===== config.mk =====
export PLATFORM = sky130hd
export DESIGN_NAME = dcount_ctl
export DESIGN_NICKNAME = d
export VERILOG_FILES = /design/src/rtl/dcount_ctl.sv
export SDC_FILE = /design/constraint.sdc
export NUM_CORES = 1
export LEC_CHECK = 0
export BUFFER_PORTS_ARGS = -buffer_cell sky130_fd_sc_hd__clkbuf_2
export CORE_ASPECT_RATIO = 0.6
export CORE_UTILIZATION = 23
export DETAILED_ROUTE_END_ITERATION = 10
export PLACE_DENSITY = 0.5
export SLEW_MARGIN = 20
export SYNTH_ARGS = -nofsm -noshare
export SYNTH_HDL_FRONTEND = slang
export SYNTH_SLANG_ARGS = --single-unit

===== constraint.sdc =====
create_clock -name clk -period 3.4 [get_ports clk]
set_input_delay 0.34 -clock clk [delete_from_list [all_inputs] [get_ports clk]]
set_output_delay 0.34 -clock clk [all_outputs]
set_load 0.01 [all_outputs]

===== src/rtl/dcount_ctl.sv =====
// Pacing/reload controller for a 16-bit loadable up-counter: prescaler, terminal compare, irq latch.
// Optional capture port set enabled by defining DCOUNT_CTL_CAPTURE_EN.
module dcount_ctl #(
   parameter int unsigned W = 16
) (
   input  logic         clk,
   input  logic         resetl,
   input  logic [W-1:0] din,
   input  logic         pre_wr,
   input  logic         per_wr,
   input  logic         ctl_wr,
   input  logic         start,
   input  logic         stop,
   input  logic         irq_ack,
   input  logic [W-1:0] count,
   output logic         cnt_load,
   output logic         cnt_ena,
   output logic [W-1:0] cnt_data,
   output logic         running,
   output logic         tick,
`ifdef DCOUNT_CTL_CAPTURE_EN
   output logic         irq,
   input  logic         cap_in,
   output logic [W-1:0] cap_val
`else
   output logic         irq
`endif
);

   typedef enum logic [1:0] {
      S_IDLE = 2'd0,
      S_LOAD = 2'd1,
      S_RUN  = 2'd2,
      S_DONE = 2'd3
   } state_t;

   state_t         r_state;
   state_t         w_state_nxt;
   logic [W-1:0]   r_pre;
   logic [W-1:0]   r_per;
   logic           r_mode;
   logic [W-1:0]   r_pre_cnt;
   logic           r_cnt_load;
   logic           r_cnt_ena;
   logic           r_tick;
   logic           r_running;
   logic           r_irq;

   logic [W-1:0]   w_pre_nxt;
   logic [W-1:0]   w_cnt_nxt;
   logic [W-1:0]   w_per_nxt;
   logic           w_mode_nxt;
   logic           w_expire;
   logic           w_exp_nxt;
   logic           w_term_nxt;

   // Next state and prescaler; stop beats start, start restarts from any state.
   always_comb begin
      w_state_nxt = r_state;
      w_pre_nxt   = r_pre_cnt;
      w_expire    = (r_state == S_RUN) && (r_pre_cnt == '0);
      if (stop) begin
         w_state_nxt = S_IDLE;
      end else if (start) begin
         w_state_nxt = S_LOAD;
      end else begin
         case (r_state)
            S_LOAD: begin
               w_state_nxt = S_RUN;
               w_pre_nxt   = r_pre;
            end
            S_RUN: begin
               if (w_expire) begin
                  w_pre_nxt = r_pre;
                  if (r_tick && r_mode) w_state_nxt = S_DONE;
               end else begin
                  w_pre_nxt = r_pre_cnt - W'(1);
               end
            end
            default: ;
         endcase
      end
   end

   // Outputs are registered, so decode them from the values the next cycle will see,
   // including the count the counter will hold once the current strobe lands.
   always_comb begin
      w_cnt_nxt  = r_cnt_load ? '0 : (r_cnt_ena ? count + W'(1) : count);
      w_per_nxt  = per_wr ? din : r_per;
      w_mode_nxt = ctl_wr ? din[0] : r_mode;
      w_exp_nxt  = (w_state_nxt == S_RUN) && (w_pre_nxt == '0);
      w_term_nxt = w_exp_nxt && (w_cnt_nxt == w_per_nxt);
   end

   always_ff @(posedge clk or negedge resetl) begin
      if (!resetl) begin
         r_state    <= S_IDLE;
         r_pre      <= '0;
         r_per      <= '0;
         r_mode     <= 1'b0;
         r_pre_cnt  <= '0;
         r_cnt_load <= 1'b0;
         r_cnt_ena  <= 1'b0;
         r_tick     <= 1'b0;
         r_running  <= 1'b0;
         r_irq      <= 1'b0;
      end else begin
         r_state    <= w_state_nxt;
         r_pre_cnt  <= w_pre_nxt;
         if (pre_wr) r_pre <= din;
         if (per_wr) r_per <= din;
         if (ctl_wr) r_mode <= din[0];
         r_cnt_load <= (w_state_nxt == S_LOAD) || (w_term_nxt && !w_mode_nxt);
         r_cnt_ena  <= w_exp_nxt && !w_term_nxt;
         r_tick     <= w_term_nxt;
         r_running  <= (w_state_nxt == S_LOAD) || (w_state_nxt == S_RUN);
         // Terminal set has priority over acknowledge.
         r_irq      <= r_tick | (r_irq & ~irq_ack);
      end
   end

   assign cnt_load = r_cnt_load;
   assign cnt_ena  = r_cnt_ena;
   assign cnt_data = '0;
   assign running  = r_running;
   assign tick     = r_tick;
   assign irq      = r_irq;

`ifdef DCOUNT_CTL_CAPTURE_EN
   logic         r_cap_s1;
   logic         r_cap_s2;
   logic         r_cap_d;
   logic [W-1:0] r_cap_val;

   // Two-flop synchroniser, rising-edge detect, then snapshot of count.
   always_ff @(posedge clk or negedge resetl) begin
      if (!resetl) begin
         r_cap_s1  <= 1'b0;
         r_cap_s2  <= 1'b0;
         r_cap_d   <= 1'b0;
         r_cap_val <= '0;
      end else begin
         r_cap_s1 <= cap_in;
         r_cap_s2 <= r_cap_s1;
         r_cap_d  <= r_cap_s2;
         if (r_cap_s2 && !r_cap_d) r_cap_val <= count;
      end
   end

   assign cap_val = r_cap_val;
`endif

endmodule


Yosys cells after proc, flatten, opt, wreduce, memory -nomap -nowiden
Index checks and enable logic that the tools add are counted.
{"block": "word_totals", "regBits": 56, "input_bits": 40, "word_cells": 45}
{"block": "op_classes", "add_sub_neg": 2, "n_eq_ne": 5, "muxes": 13, "n_bitwise": 3, "reduce_logical": 12}
{"cell": "2-to-1 mux 16 bit", "n": 6}
{"cell": "logical NOT 16 bit", "n": 2}
{"cell": "case mux 16 bit (2 select lines)", "n": 1}
{"cell": "adder 16 x 1 -> 16 bit (second input constant)", "n": 1}
{"cell": "equality test 16 bit", "n": 1}
{"cell": "subtractor 16 x 1 -> 16 bit (second input constant)", "n": 1}
{"cell": "2-to-1 mux 2 bit", "n": 4}
{"cell": "logical AND 1 bit", "n": 6}
{"cell": "equality test 2 x 1 -> 1 bit (second input constant)", "n": 2}
{"cell": "equality test 2 bit (second input constant)", "n": 2}
{"cell": "case mux 2 bit (2 select lines)", "n": 1}
{"cell": "logical NOT 1 bit", "n": 2}
{"cell": "logical OR 1 bit", "n": 2}
{"cell": "bitwise AND 1 bit", "n": 1}
{"cell": "2-to-1 mux 1 bit", "n": 1}
{"cell": "inverter 1 bit", "n": 1}
{"cell": "OR 1 bit", "n": 1}

Logic depth before layout (Yosys ltp)
{"block": "logic_depth", "ltp_word": 11, "ltp_mapped": 13, "ltp_nobuf": 13}

Least setup slack after synthesis
OpenSTA, ideal clock, no wires.
{"block": "synth_path", "path_kind": "reg2reg", "start": "register r_cnt_ena (netlist: cnt_ena)", "end": "register r_cnt_load (netlist: cnt_load)", "setup_ps": 103, "arrival_ps": 2701, "path_slack_ps": 595, "stages_incl_launch_ff": 9, "n_path_buf": 1, "period_less_slack_ps": 2805, "path_cell_list": "dfrtp_1 > buf_6 > nand2_1 > or4_1 > a21oi_1 > xor2_1 > a2111o_1 > or4b_4 > o41ai_2"}
{"block": "synth_via", "elab_chain_cells": 6}
{"item": "start, declared", "line_no": "44", "text": "logic r_cnt_ena;"}
{"item": "start signal, assigned", "line_no": "114", "text": "r_cnt_ena <= w_exp_nxt && !w_term_nxt;"}
{"item": "2-to-1 mux 16 bit (2 in series)", "line_no": "88", "text": "w_cnt_nxt = r_cnt_load ? '0 : (r_cnt_ena ? count + W'(1) : count);"}
{"item": "equality test 16 bit", "line_no": "92", "text": "w_term_nxt = w_exp_nxt && (w_cnt_nxt == w_per_nxt);"}
{"item": "logical AND 1 bit", "line_no": "92"}
{"item": "logical AND 1 bit", "line_no": "113", "text": "r_cnt_load <= (w_state_nxt == S_LOAD) || (w_term_nxt && !w_mode_nxt);"}
{"item": "logical OR 1 bit", "line_no": "113"}
{"item": "end signal, assigned", "line_no": "113"}
{"item": "end, declared", "line_no": "43", "text": "logic r_cnt_load;"}
Every way passes these cells.
A chain may end at the register's enable or synchronous reset.

Final worst setup path
{"block": "layout_path", "start": "register r_pre_cnt[1]", "end": "register r_cnt_load (netlist: cnt_load)"}
{"block": "layout_via", "elab_chain_cells": 11}
{"item": "start, declared", "line_no": "42", "text": "logic [W-1:0] r_pre_cnt;"}
{"item": "start signal, assigned", "line_no": "109", "text": "r_pre_cnt <= w_pre_nxt;"}
{"item": "branches (longest 2 deep; another with subtractor 16 x 1 -> 16 bit)"}
{"item": "2-to-1 mux 16 bit *", "line_no": "73", "text": "if (w_expire) begin"}
{"item": "case mux 16 bit (2 select lines) *", "line_no": "67", "text": "case (r_state)"}
{"item": "2-to-1 mux 16 bit *", "line_no": "64", "text": "end else if (start) begin"}
{"item": "2-to-1 mux 16 bit *", "line_no": "62", "text": "if (stop) begin"}
{"item": "named net w_pre_nxt[3]", "line_no": "49", "text": "logic [W-1:0] w_pre_nxt;"}
{"item": "logical NOT 16 bit *", "line_no": "91", "text": "w_exp_nxt = (w_state_nxt == S_RUN) && (w_pre_nxt == '0);"}
{"item": "logical AND 1 bit *", "line_no": "91"}
{"item": "logical AND 1 bit *", "line_no": "92"}
{"item": "logical AND 1 bit *", "line_no": "113"}
{"item": "logical OR 1 bit *", "line_no": "113"}
Mark *: on every way through the listed nets, which the timed path passes.

==> metrics.txt <==
outcome complete, but fails checks; failing checks negative hold slack; Avg WL per Cell 17.8 um; clk_lat worst skew 300 ps; drt pass-1 iters 5; P_leak 1.97 nW; switching share of power 0.379; largest net degree at the start of global routing 41; Hold Vio Cnt, Final 16; RR Startpoint r_pre_cnt[1]; max_slew headroom 0.445; DR vias 3552; standard-cell rows 36; Global Route met3 Usage 0.0282; dpl ws 143 ps; initial drt markers 326; GRT Total Usage 0.141; CP endpoint kind register; vias per std cell 5.13; Antenna Violating Nets Remaining 0; routed wire length 12300 um; Core ar. 0.0166 mm^2; detailed-route DRC error count 0; clk sinks 56; clock share of power 0.268; RD Place Congestion 0.901; total of max-cap violations 0; worst-path cell chain inv_1 > ha_1 > and3b_1 > and3_1 > a211oi_1 > o22ai_1 > or4_1 > o41ai_2; port buffer count 44; PD cells 507 mW/mm^2; CTS tree built; Die Wd 172 um; reg2reg end cnt_load; initial antenna violation count 0; clk_skew 5.48 ps; CTS buffer count 5; Setup WS post-layout 104 ps; critical path required time 3600 ps; startpoint types register; Root Driver clkbuf_16; first-pass GRT wire length 19100 um; placed instance area 0.00445 mm^2; post-synthesis sequential area ratio 0.350; layout cells sized above 1 0.245; met2 Use GR 0.169; Synth async-reset ratio 1.00; Crit Path Class register to register; Max Slew Vio Count 0; R2R setup slack 100 ps; Initial Util 0.241; vias in the first global route 3320; crit path max-delay cell type a211oi_1; final setup fails 0; fin crit share 0.970; H-tree Lvls 2; # diodes 0; Hold WC Path Type input pin to asynchronous set/reset pin; design area 0.00463 mm^2; Top Ports 61; TNS Setup 0 ps; Nets 512; net switching power 890 uW; DP Cell Count 685; RSZ-0062 raised after global routing false; post-synth cell types 78; combinational power share 0.363; GRT busiest layer met1; Clock transition at path regs 80 ps; CP max stage delay 650 ps; Final HPWL DP 9810 um; GRT overflow 0; R2R cell count 8; met1 GRT Util 0.242; YS warnings 0; Clock Path Buffers 2; Mapped Area 0.00400 mm^2; hold_ws -13.1 ps; Die Ht 104 um; worst vdd ir 201 uV; critical path peak fanout 9; FILL cells 1761; post-CTS setup buffer count 0; Max Clk Rate 303 MHz; Die Area 0.0179 mm^2; Non-Filler Instances 693; #FFs+latches synth 56; Mapped Cells 417; Main synth FF type dfrtp_1; mean post-synth cell area 9.59 um^2; fin crit period 3300 ps; Area Overhead vs Synth 15.8%; Worst-Margin Slew 828 ps; Worst Path Arrival 3500 ps; post-layout util 0.279; part of the power in registers 0.369; Int Power 1.46 mW; number of flops mapped to enable cells by yosys 0
==> worst max-delay path by stage <==
stage | start | endpoint
floorplan | cnt_ena | cnt_load
global placement | r_pre_cnt[1] | tick
detailed placement | cnt_ena | cnt_load
CTS | cnt_ena | cnt_load
global route | r_pre_cnt[1] | cnt_load
finish | r_pre_cnt[1] | cnt_load
==> critical path, delay by kind of cell, from the launching register on <==
kind	cells	cell delay (ps)
AOI/OAI and AO/OA	3	1210
adders and majority gates	1	190
buffers and inverters	1	140
DFF	1	540
and+or+nand+nor	3	1100
==> routing by layer <==
metal | vias to the layer above | routed length (um)
li1 | 1621 | -
met1 | 1736 | 6760
met2 | 182 | 4400
met3 | 13 | 1060
met4 | 0 | 92
met5 | - | 0
==> per-stage QoR <==
step | power [mW] | hold WS [ps]
5_1_grt | 2.48 | 28.8
3_5_place_dp | 1.70 | 336
2_1_floorplan | 1.42 | 44.4
6_report | 2.35 | -13.1
4_1_cts | 2.33 | 9.89
3_3_place_gp | 1.70 | 344
==> registers in the layout, indices dropped and copies added (netlist names) <==
register	cells
r_per	16
irq	1
r_pre_cnt	16
cnt_load	1
tick	1
r_mode	1
running	1
r_pre	16
r_state	2
cnt_ena	1
==> cell usage in the layout (no fill, tap or decap), types with 3 or more instances in the layout <==
master,count
dfrtp_1,55
clkbuf_2,44
inv_1,25
mux2_2,23
nor2_1,22
buf_4,20
mux2i_1,17
nand2_1,16
conb_1,16
a21oi_1,15
o21ai_0,15
nand3_1,12
nand4_1,12
xnor2_1,11
a31oi_1,10
nor3_1,8
xor2_1,8
ha_1,8
and3_1,7
nor4_1,7
o31ai_1,7
or3_1,6
and2_1,5
a211oi_1,5
and4_1,5
clkbuf_16,5
nand2b_1,4
nor4b_1,4
a21o_1,4
or4_1,4
a311oi_1,3
o211ai_1,3
o311ai_0,3
nor3b_1,3
==> cells in the mapped netlist, types with 2 or more instances <==
| library cell | n | area share |
|---|---|---|
| dfrtp_1 | 56 | 0.35 |
| inv_1 | 25 | 0.023 |
| mux2_2 | 23 | 0.065 |
| nor2_1 | 22 | 0.021 |
| buf_4 | 19 | 0.036 |
| mux2i_1 | 17 | 0.043 |
| nand2_1 | 16 | 0.015 |
| a21oi_1 | 15 | 0.019 |
| o21ai_0 | 15 | 0.019 |
| clkbuf_1 | 12 | 0.011 |
| nand3_1 | 12 | 0.015 |
| nand4_1 | 12 | 0.019 |
| xnor2_1 | 11 | 0.024 |
| a31oi_1 | 10 | 0.016 |
| ha_1 | 8 | 0.025 |
| nor3_1 | 8 | 0.010 |
| xor2_1 | 8 | 0.018 |
| and3_1 | 7 | 0.011 |
| nor4_1 | 7 | 0.011 |
| o31ai_1 | 7 | 0.013 |
| or3_1 | 6 | 0.0094 |
| a211oi_1 | 5 | 0.0094 |
| and2_1 | 5 | 0.0078 |
| and4_1 | 5 | 0.011 |
| a21o_1 | 4 | 0.0075 |
| nand2b_1 | 4 | 0.0063 |
| nor3b_1 | 4 | 0.0075 |
| nor4b_1 | 4 | 0.0088 |
| or4_1 | 4 | 0.0075 |
| a311oi_1 | 3 | 0.0066 |
| o211ai_1 | 3 | 0.0056 |
| o311ai_0 | 3 | 0.0066 |
| a2111o_1 | 2 | 0.0056 |
| a221oi_1 | 2 | 0.0044 |
| a32oi_1 | 2 | 0.0044 |
| buf_2 | 2 | 0.0025 |
| buf_6 | 2 | 0.0056 |
| nor2b_1 | 2 | 0.0031 |
| nor4_4 | 2 | 0.011 |
| o2111ai_1 | 2 | 0.0044 |
| o21a_1 | 2 | 0.0038 |
| o221ai_1 | 2 | 0.0044 |
| o22ai_1 | 2 | 0.0031 |
==> kinds of logic (layout without fill, tap and decap cells) <==
kind of cell / count (synthesis) / count (layout) / share of synthesized area
simple gates: 132 / 132 / 0.203
other cells: 1 / 16 / 0.000938
mux: 41 / 41 / 0.111
buf+inv: 65 / 98 / 0.0901
xor+xnor: 21 / 21 / 0.0532
flops: 56 / 56 / 0.350
fa+ha+maj: 8 / 8 / 0.0250
compound gates: 93 / 93 / 0.166
==> power groups by stage <==
stage                     logic, mW  registers, mW  clock network [mW]
after detailed placement      0.824          0.877                   0
after floorplan               0.572          0.844                   0
after CTS                     0.829          0.864               0.640
final                         0.852          0.868               0.631
after global routing          0.925          0.881               0.673
after global placement        0.822          0.873                   0
==> cell type report <==
class	instances	area (um^2)	area share
repair buffers	64	370	0.0800
inverters	26	97.6	0.0211
flip-flops and latches	56	1400	0.303
clock buffers	6	139	0.0300
multi-input cells	311	2300	0.496
clock inverters	2	38.8	0.00837
well taps	228	285	0.0616
==> timing repair <==
action,4_1_cts,5_1_grt
hold buffers,0,0
endpoints found under the setup margin,0,2
resized for setup,0,1
(Power assumes the default switching activity.)
